**config.mk**
```make
export PLATFORM = sky130hd
export DESIGN_NAME = lut_share_arbiter
export DESIGN_NICKNAME = d
export VERILOG_FILES = /design/src/rtl/neuro_lut_pkg.sv /design/src/rtl/rr_grant.sv /design/src/rtl/lut_share_arbiter.sv
export SDC_FILE = /design/constraint.sdc
export NUM_CORES = 1
export LEC_CHECK = 0
export ABC_AREA = 1
export CAP_MARGIN = 20
export CORE_ASPECT_RATIO = 0.8
export CORE_UTILIZATION = 49
export DETAILED_ROUTE_END_ITERATION = 12
export GPL_TIMING_DRIVEN = 0
export PLACE_DENSITY = 0.93
export SYNTH_ARGS = -nofsm -noshare
export SYNTH_HDL_FRONTEND = slang
export SYNTH_SLANG_ARGS = --single-unit
```
**constraint.sdc**
```tcl
create_clock -name clk -period 3.9 [get_ports clk]
set_input_delay 1.17 -clock clk [delete_from_list [all_inputs] [get_ports clk]]
set_output_delay 1.17 -clock clk [all_outputs]
set_load 0.1 [all_outputs]
```
**src/rtl/neuro_lut_pkg.sv**
```systemverilog
// Shared constants and tag types for the neuro_skin activation-LUT sharing block.
// Pure declarations; no logic, no latency, no backpressure.
// Default sizing matches a 4-requester array on an 8-bit LUT.
package neuro_lut_pkg;
  localparam int N_REQ_DEF   = 4;
  localparam int AW_DEF      = 8;
  localparam int DW_DEF      = 8;
  localparam int LUT_LAT_DEF = 1;
  localparam int ID_W_DEF    = $clog2(N_REQ_DEF);

  typedef logic [ID_W_DEF-1:0] req_id_t;

  typedef struct packed {
    logic    valid;
    req_id_t id;
  } lut_tag_t;
endpackage

```
**src/rtl/rr_grant.sv**
```systemverilog
// One-hot grant over N requesters, round-robin from last+1 (LUT_ARB_FIXED_PRIO_EN: lowest index wins).
// Grant is combinational from req_valid; the round-robin pointer updates on each handshake.
// No backpressure: a valid bit is always eligible, and grants are forced low while rst_n is low.
module rr_grant
  import neuro_lut_pkg::*;
#(
  parameter int N_REQ = N_REQ_DEF,
  localparam int IW   = $clog2(N_REQ)
) (
  input  logic             clk,
  input  logic             rst_n,
  input  logic [N_REQ-1:0] req_valid,
  output logic [N_REQ-1:0] grant,
  output logic [IW-1:0]    grant_id
);

`ifdef LUT_ARB_FIXED_PRIO_EN
  logic unused_clk;
  assign unused_clk = clk;

  // Scan downward so the lowest asserted index is the one left standing.
  always_comb begin
    grant    = '0;
    grant_id = '0;
    for (int k = N_REQ - 1; k >= 0; k--) begin
      if (req_valid[k]) begin
        grant    = '0;
        grant[k] = 1'b1;
        grant_id = IW'(k);
      end
    end
    if (!rst_n) grant = '0;
  end
`else
  logic [IW-1:0] last;
  logic [IW-1:0] idx;
  logic          found;

  always_comb begin
    grant    = '0;
    grant_id = '0;
    found    = 1'b0;
    idx      = '0;
    for (int k = 1; k <= N_REQ; k++) begin
      idx = IW'((int'(last) + k) % N_REQ);
      if (!found && req_valid[idx]) begin
        found      = 1'b1;
        grant[idx] = 1'b1;
        grant_id   = idx;
      end
    end
    if (!rst_n) grant = '0;
  end

  // Reset to the top index so requester 0 is first in line.
  always_ff @(posedge clk) begin
    if (!rst_n) begin
      last <= IW'(N_REQ - 1);
    end else if (|grant) begin
      last <= grant_id;
    end
  end
`endif

endmodule

```
**src/rtl/lut_share_arbiter.sv**
```systemverilog
// Shares one registered activation LUT among N_REQ requesters (LUT_ARB_FIXED_PRIO_EN selects fixed priority).
// Latency: grant edge -> rsp_valid/rsp_data after LUT_LAT+1 further edges; one lookup per cycle.
// Backpressure only on requests via req_ready; responses are never stalled.
module lut_share_arbiter
  import neuro_lut_pkg::*;
#(
  parameter int N_REQ   = N_REQ_DEF,
  parameter int AW      = AW_DEF,
  parameter int DW      = DW_DEF,
  parameter int LUT_LAT = LUT_LAT_DEF
) (
  input  logic                clk,
  input  logic                rst_n,
  input  logic [N_REQ-1:0]    req_valid,
  input  logic [N_REQ*AW-1:0] req_addr,
  output logic [N_REQ-1:0]    req_ready,
  output logic [AW-1:0]       lut_a,
  input  logic [DW-1:0]       lut_qspo,
  output logic [N_REQ-1:0]    rsp_valid,
  output logic [DW-1:0]       rsp_data
);

  localparam int IW = $clog2(N_REQ);
  localparam logic [N_REQ-1:0] ONE = N_REQ'(1);

  typedef struct packed {
    logic          valid;
    logic [IW-1:0] id;
  } tag_t;

  logic [IW-1:0] gnt_id;
  logic          hs;
  tag_t          tag_pipe [LUT_LAT+1];

  rr_grant #(.N_REQ(N_REQ)) u_grant (
    .clk      (clk),
    .rst_n    (rst_n),
    .req_valid(req_valid),
    .grant    (req_ready),
    .grant_id (gnt_id)
  );

  // A grant is only ever given to a valid requester, so any grant bit is a handshake.
  assign hs = |req_ready;

  // Tags track the LUT pipeline one-for-one and never stall, so the last stage
  // always lines up with the lut_qspo produced for that address.
  always_ff @(posedge clk) begin
    if (!rst_n) begin
      lut_a     <= '0;
      rsp_valid <= '0;
      rsp_data  <= '0;
      for (int s = 0; s <= LUT_LAT; s++) tag_pipe[s] <= '0;
    end else begin
      if (hs) lut_a <= req_addr[gnt_id*AW +: AW];
      tag_pipe[0] <= '{valid: hs, id: gnt_id};
      for (int s = 1; s <= LUT_LAT; s++) tag_pipe[s] <= tag_pipe[s-1];
      if (tag_pipe[LUT_LAT].valid) begin
        rsp_data  <= lut_qspo;
        rsp_valid <= ONE << tag_pipe[LUT_LAT].id;
      end else begin
        rsp_valid <= '0;
      end
    end
  end

endmodule

```
Yosys cells after proc, flatten, opt, wreduce, memory -nomap -nowiden:

Memory sizes are Yosys's and may differ from the RTL's.
Index checks and enable logic that the tools add are counted.
W data, S select, Z words.

* $add $sub $neg: 4
* magnitude comparators: 8
* shift operators: 2
* muxes and demuxes: 32
* bitwise operators: 5
* reduce and logical (&&, ||, !) cells: 12

Operators with widths (count)
* $shiftx A32 B6 Y8: 1
* $mux W4: 5
* $mux W1: 13
* $lt A2 B3 Y1 const B: 4
* $or A4 B4 Y4: 3
* $bmux W1 S2: 4
* $demux W1 S2: 4
* $ge A2 B1 Y1 const B: 4
* $mux W2: 4
* $logic_and A1 B1 Y1: 7
* $mux W3: 2
* $add A2 B1 Y2 const B: 2
* $add A2 B2 Y2 const B: 2
* $reduce_or A4 Y1: 1
* $shl A1 B2 Y4 const A: 1
* $logic_not A1 Y1: 3
* $or A1 B1 Y1: 2
* $reduce_and A2 Y1: 1

* register bits after elaboration: 22
* RAM bits: 6
* input port bits: 46
* output and inout port bits: 24
* logic and storage cells: 68
* memories: 1

Memory list
* tag_pipe: depth 2, width 3, read ports 2, clocked after Yosys merged registers in 0, write ports 2, line lut_share_arbiter.sv:33 `tag_t tag_pipe [LUT_LAT+1];`

Longest topological paths before layout:

* depth in word-level cells: 16
* mapped depth: 17
* depth with buffers taken out: 16

Hierarchy:

A second synthesis with hierarchy kept.

* cells, all modules: 258
* area, all modules: 1813.0 µm²

By module, submodules not included
* lut_share_arbiter: instances 1, cells each 161, area each 1158.6 µm²
* rr_grant: instances 1, cells each 97, area each 654.4 µm²

Least setup slack after synthesis:

Ideal clock, no wire load.

* path type: input to output
* from: in req_valid[3]
* to: out req_ready[0]
* data arrival time: 2528 ps
* required time: 2730 ps
* slack: 202 ps
* stages on the path: 9
* cell sequence: inv_1 > nand2_4 > nand3_4 > nand2_4 > nor2_4 > nand4_1 > nand3_1 > nand2_1 > inv_1

* cells in the longest elaborated chain, start to end: 13

RTL lines
* start, declared: line lut_share_arbiter.sv:14 `input logic [N_REQ-1:0] req_valid,`
* $bmux W1 S2: line rr_grant.sv:46 `if (!found && req_valid[idx]) begin`
* $mux W1 (implied by the code): line rr_grant.sv:46
* $mux W1: line rr_grant.sv:46
* $logic_not A1 Y1: line rr_grant.sv:46
* $logic_and A1 B1 Y1: line rr_grant.sv:46
* $mux W1: line rr_grant.sv:46
* $logic_not A1 Y1: line rr_grant.sv:46
* $logic_and A1 B1 Y1: line rr_grant.sv:46
* $mux W1: line rr_grant.sv:46
* $logic_not A1 Y1: line rr_grant.sv:46
* $logic_and A1 B1 Y1: line rr_grant.sv:46
* $mux W4 (*): line rr_grant.sv:46
* $mux W4 (*): line rr_grant.sv:52 `if (!rst_n) grant = '0;`
* end, declared: line lut_share_arbiter.sv:16 `output logic [N_REQ-1:0] req_ready,`

Mark *: on every way between the ends. The rest lies on a longest branch, timed or not. The select of a mux whose other input is x is not followed.

Worst setup path in the final report:

* from: reg u_grant.last[1]
* to: out req_ready[1]

* cells in the longest elaborated chain, start to end: 14

RTL lines
* start, declared: line rr_grant.sv:35 `logic [IW-1:0] last;`
* start signal, assigned: line rr_grant.sv:58 `last <= IW'(N_REQ - 1);`
* start signal, assigned: line rr_grant.sv:60 `last <= grant_id;`
* branches (longest 12 deep; another with $lt A2 B3 Y1)
* $mux W4 (*): line rr_grant.sv:46
* $mux W4 (*): line rr_grant.sv:52

Every way passes the cells marked *. The select of a mux whose other input is x is not followed.

==> results.json <==
{
  "antenna_left": 0,
  "vertical_die_dimension_um": 60.0,
  "rows": 20,
  "critical_path.cell_chain": "inv_2 > ha_1 > inv_2 > nand3_4 > nand2_8 > nor2_4 > nand3_1 > nand3_2 > nand2_2 > inv_2 > buf_12",
  "netlist_top_cells_count": "69 x nand2_1, 36 x inv_1, 29 x nand3_1, 28 x dfxtp_1, 19 x nor2_1",
  "finalCritPeriodShare_pct": 97.3,
  "detailedRoute.firstIterationViolations": 132,
  "holdBufCountCts": 0,
  "routed_wirelength_mm": 5.27,
  "cts_made_buffers": 3,
  "synth.avg_cell_area_um2": 7.12,
  "cts_max_path_buffers": 2,
  "place.gp.congestion": 0.798,
  "ioPinCount": 70,
  "critical_path.top_delay_family": "simple AND/OR/NAND/NOR gates",
  "maxClockFrequency_ghz": 0.263,
  "rr_endpoint": "lut_a[0]",
  "count_of_buffering_cells_on_the_critical_path_with_inverters_included": 4,
  "antenna_found_initial": 0,
  "yosysSeqAreaShare_pct": 27.3,
  "dpl_cell_area_um2": 2810,
  "worst_path_max_delay_cell": "dfxtp_1",
  "syn-cell-area_um2": 2060,
  "synth-async-reset-ratio_pct": 0,
  "wire_length_of_the_first_global_routing_pass_mm": 7.88,
  "crit_arrival_ns": 2.63,
  "yosys-top-cells-area": "dfxtp_1 27%, nand2_1 13%, nand3_1 7.1%",
  "finalClockSkew_ns": 0.00281,
  "worstPathMaxFanout": 10,
  "crit_top_cell": "inv_2",
  "track_usage_pct": 22.8,
  "syn-num-nets": 343,
  "postLayoutCoreUtil_pct": 77.6,
  "timing.final.hold_violations": 0,
  "drt-vias-per-instance": 5.00,
  "postSynthCellCount": 289,
  "setup.worst_path.class": "flop to output port",
  "insertedDiodeCount": 0,
  "layout-drive-gt1-share_pct": 25.3,
  "globalRoute.totalOverflow": 0,
  "synth_seq_cells": 28,
  "r2r_start": "u_grant.last[1]",
  "worst_setup_path_end_kind": "output port",
  "final.hold.worst_slack_ns": 0.432,
  "timing.slew.headroom_pct": 33.0,
  "cts-root-buf": "clkbuf_8",
  "synth.distinct_cells": 34,
  "drcViolationCount": 0,
  "stdcell_area_um2": 3030,
  "detailed_place_hpwl_mm": 3.71,
  "wl_per_cell_um": 12.5,
  "critical_path_cell_count": 11,
  "clock_latency_ns": 0.27,
  "max_slew.worst_pin.slew_ns": 1.00,
  "first_global_vias": 1852,
  "critical_path.endpoint": "req_ready[1]",
  "min_path_type": "flop to flop",
  "netlist.top_cell.by_area": "dfxtp_1",
  "cts_tree": "built",
  "max_cap_viol_count": 0,
  "nNetsFinal": 422,
  "route.vias.total": 2112,
  "initial_core_util_pct": 52.7,
  "clock-sinks": 28,
  "result_of_the_run": "finished clean",
  "area_delta_synth_final_pct": 47.3,
  "critical_path.startpoint_type": "flop",
  "ys_dominant_reg_cell": "dfxtp_1",
  "synth.top_cell.area_share_pct": 27.3,
  "timing.reg2reg.worst_path_depth": 17,
  "critical_path_required_ns": 2.73,
  "h-tree-depth": 1,
  "synth_warnings": 0,
  "area_enclosed_by_the_die_boundary_um2": 4460,
  "critical_path.max_stage_delay_ns": 0.59,
  "cts.clk_slew.worst_paths_ns": 0.09,
  "io_buffers": 68,
  "slew_viol_final": 0,
  "layout_min_cycle_time_ns": 3.80,
  "crit_path_start": "u_grant.last[1]",
  "timing.final.setup_violations": 0,
  "core-area_um2": 3900,
  "chipWidth_um": 74.4,
  "drt_pre_antenna_iters": 4,
  "post-synth-top-count-cell": "nand2_1",
  "grt_start_max_net_pins": 16,
  "reg2reg_setup_slack_ns": 1.02,
  "synth_enable_flop_cells": 0
}
## worst min-delay path by stage
stage / from / endpoint / cells after the start
global route: tag_pipe[0][1] / tag_pipe[0][4] / 2
floorplan: tag_pipe[0][0] / tag_pipe[0][3] / 2
global placement: tag_pipe[0][1] / tag_pipe[0][4] / 2
finish: tag_pipe[0][1] / tag_pipe[0][4] / 2
detailed placement: tag_pipe[0][0] / tag_pipe[0][3] / 2
CTS: tag_pipe[0][1] / tag_pipe[0][4] / 2
## cell families (layout without fill, tap and decap cells)
family / after synthesis / after routing / synth area share [%]
compound gates: 19 / 19 / 5.72
fa+ha+maj: 8 / 8 / 4.87
simple gates: 182 / 183 / 50.2
flops: 28 / 28 / 27.3
buf+inv: 52 / 129 / 11.9
## layer usage
| layer | track usage [%] | up-vias | routed length, µm |
|---|---|---|---|
| li1 | - | 1065 | - |
| met1 | 28.5 | 958 | 2160 |
| met2 | 39.9 | 85 | 2640 |
| met3 | 6.41 | 4 | 452 |
| met4 | 3.23 | 0 | 23 |
| met5 | 0 | - | 0 |
## state kept, by name, indices dropped and copies added (netlist names)
signal and cells:
lut_a 8, rsp_data 8, tag_pipe 6, rsp_valid 4, u_grant.last 2
## metrics by stage
stage	worst slack [ns]	TNS, ns	cells
detailed placement	-0.997	-3.92	412
global placement	-0.926	-3.60	412
finish	0.104	0	422
CTS	0.00452	0	419
global route	-0.0186	-0.0212	422
floorplan	0.202	0	289
## tightest hold or removal path, stage by stage (launching register included)
cell and delay, ns:
dfxtp_1 0.31, nand2_1 0.05, inv_1 0.04
## cell usage in the layout (no fill, tap or decap), types with 2 or more instances in the layout
cell / instances
inv_1: 30
nor2_8: 2
nand2_1: 62
nor2_1: 19
nor2_4: 3
nand3b_1: 14
nand3_4: 4
nand3_1: 24
clkbuf_8: 4
nand2_8: 3
inv_2: 10
nand4_1: 5
a21boi_1: 4
a21oi_2: 3
o21ai_0: 8
nor4_1: 2
clkbuf_1: 2
buf_6: 3
ha_1: 8
inv_8: 2
buf_12: 4
buf_2: 2
nand2_2: 18
nand3_2: 6
buf_4: 6
nor2_2: 16
clkdlybuf4s50_1: 60
nand2_4: 5
dlymetal6s2s_1: 4
dfxtp_1: 28
## area by class of cell
type	count	area, µm²
inverter	43	176
tap	55	68.8
sequential	28	561
multi-input combinational	210	1330
buffer	9	73.8
timing repair buffer	73	768
fill	288	873
clock buffer	4	55.1
## repair_timing
action	4_1_cts	5_1_grt
setup buffers	2	3
gates resized for setup	43	25
pin swaps	2	8
cloned	1	0
endpoints found under the setup margin	4	4
Power is not shown: default switching activity piles up to over one toggle a cycle in this logic, so the estimate is an artifact.
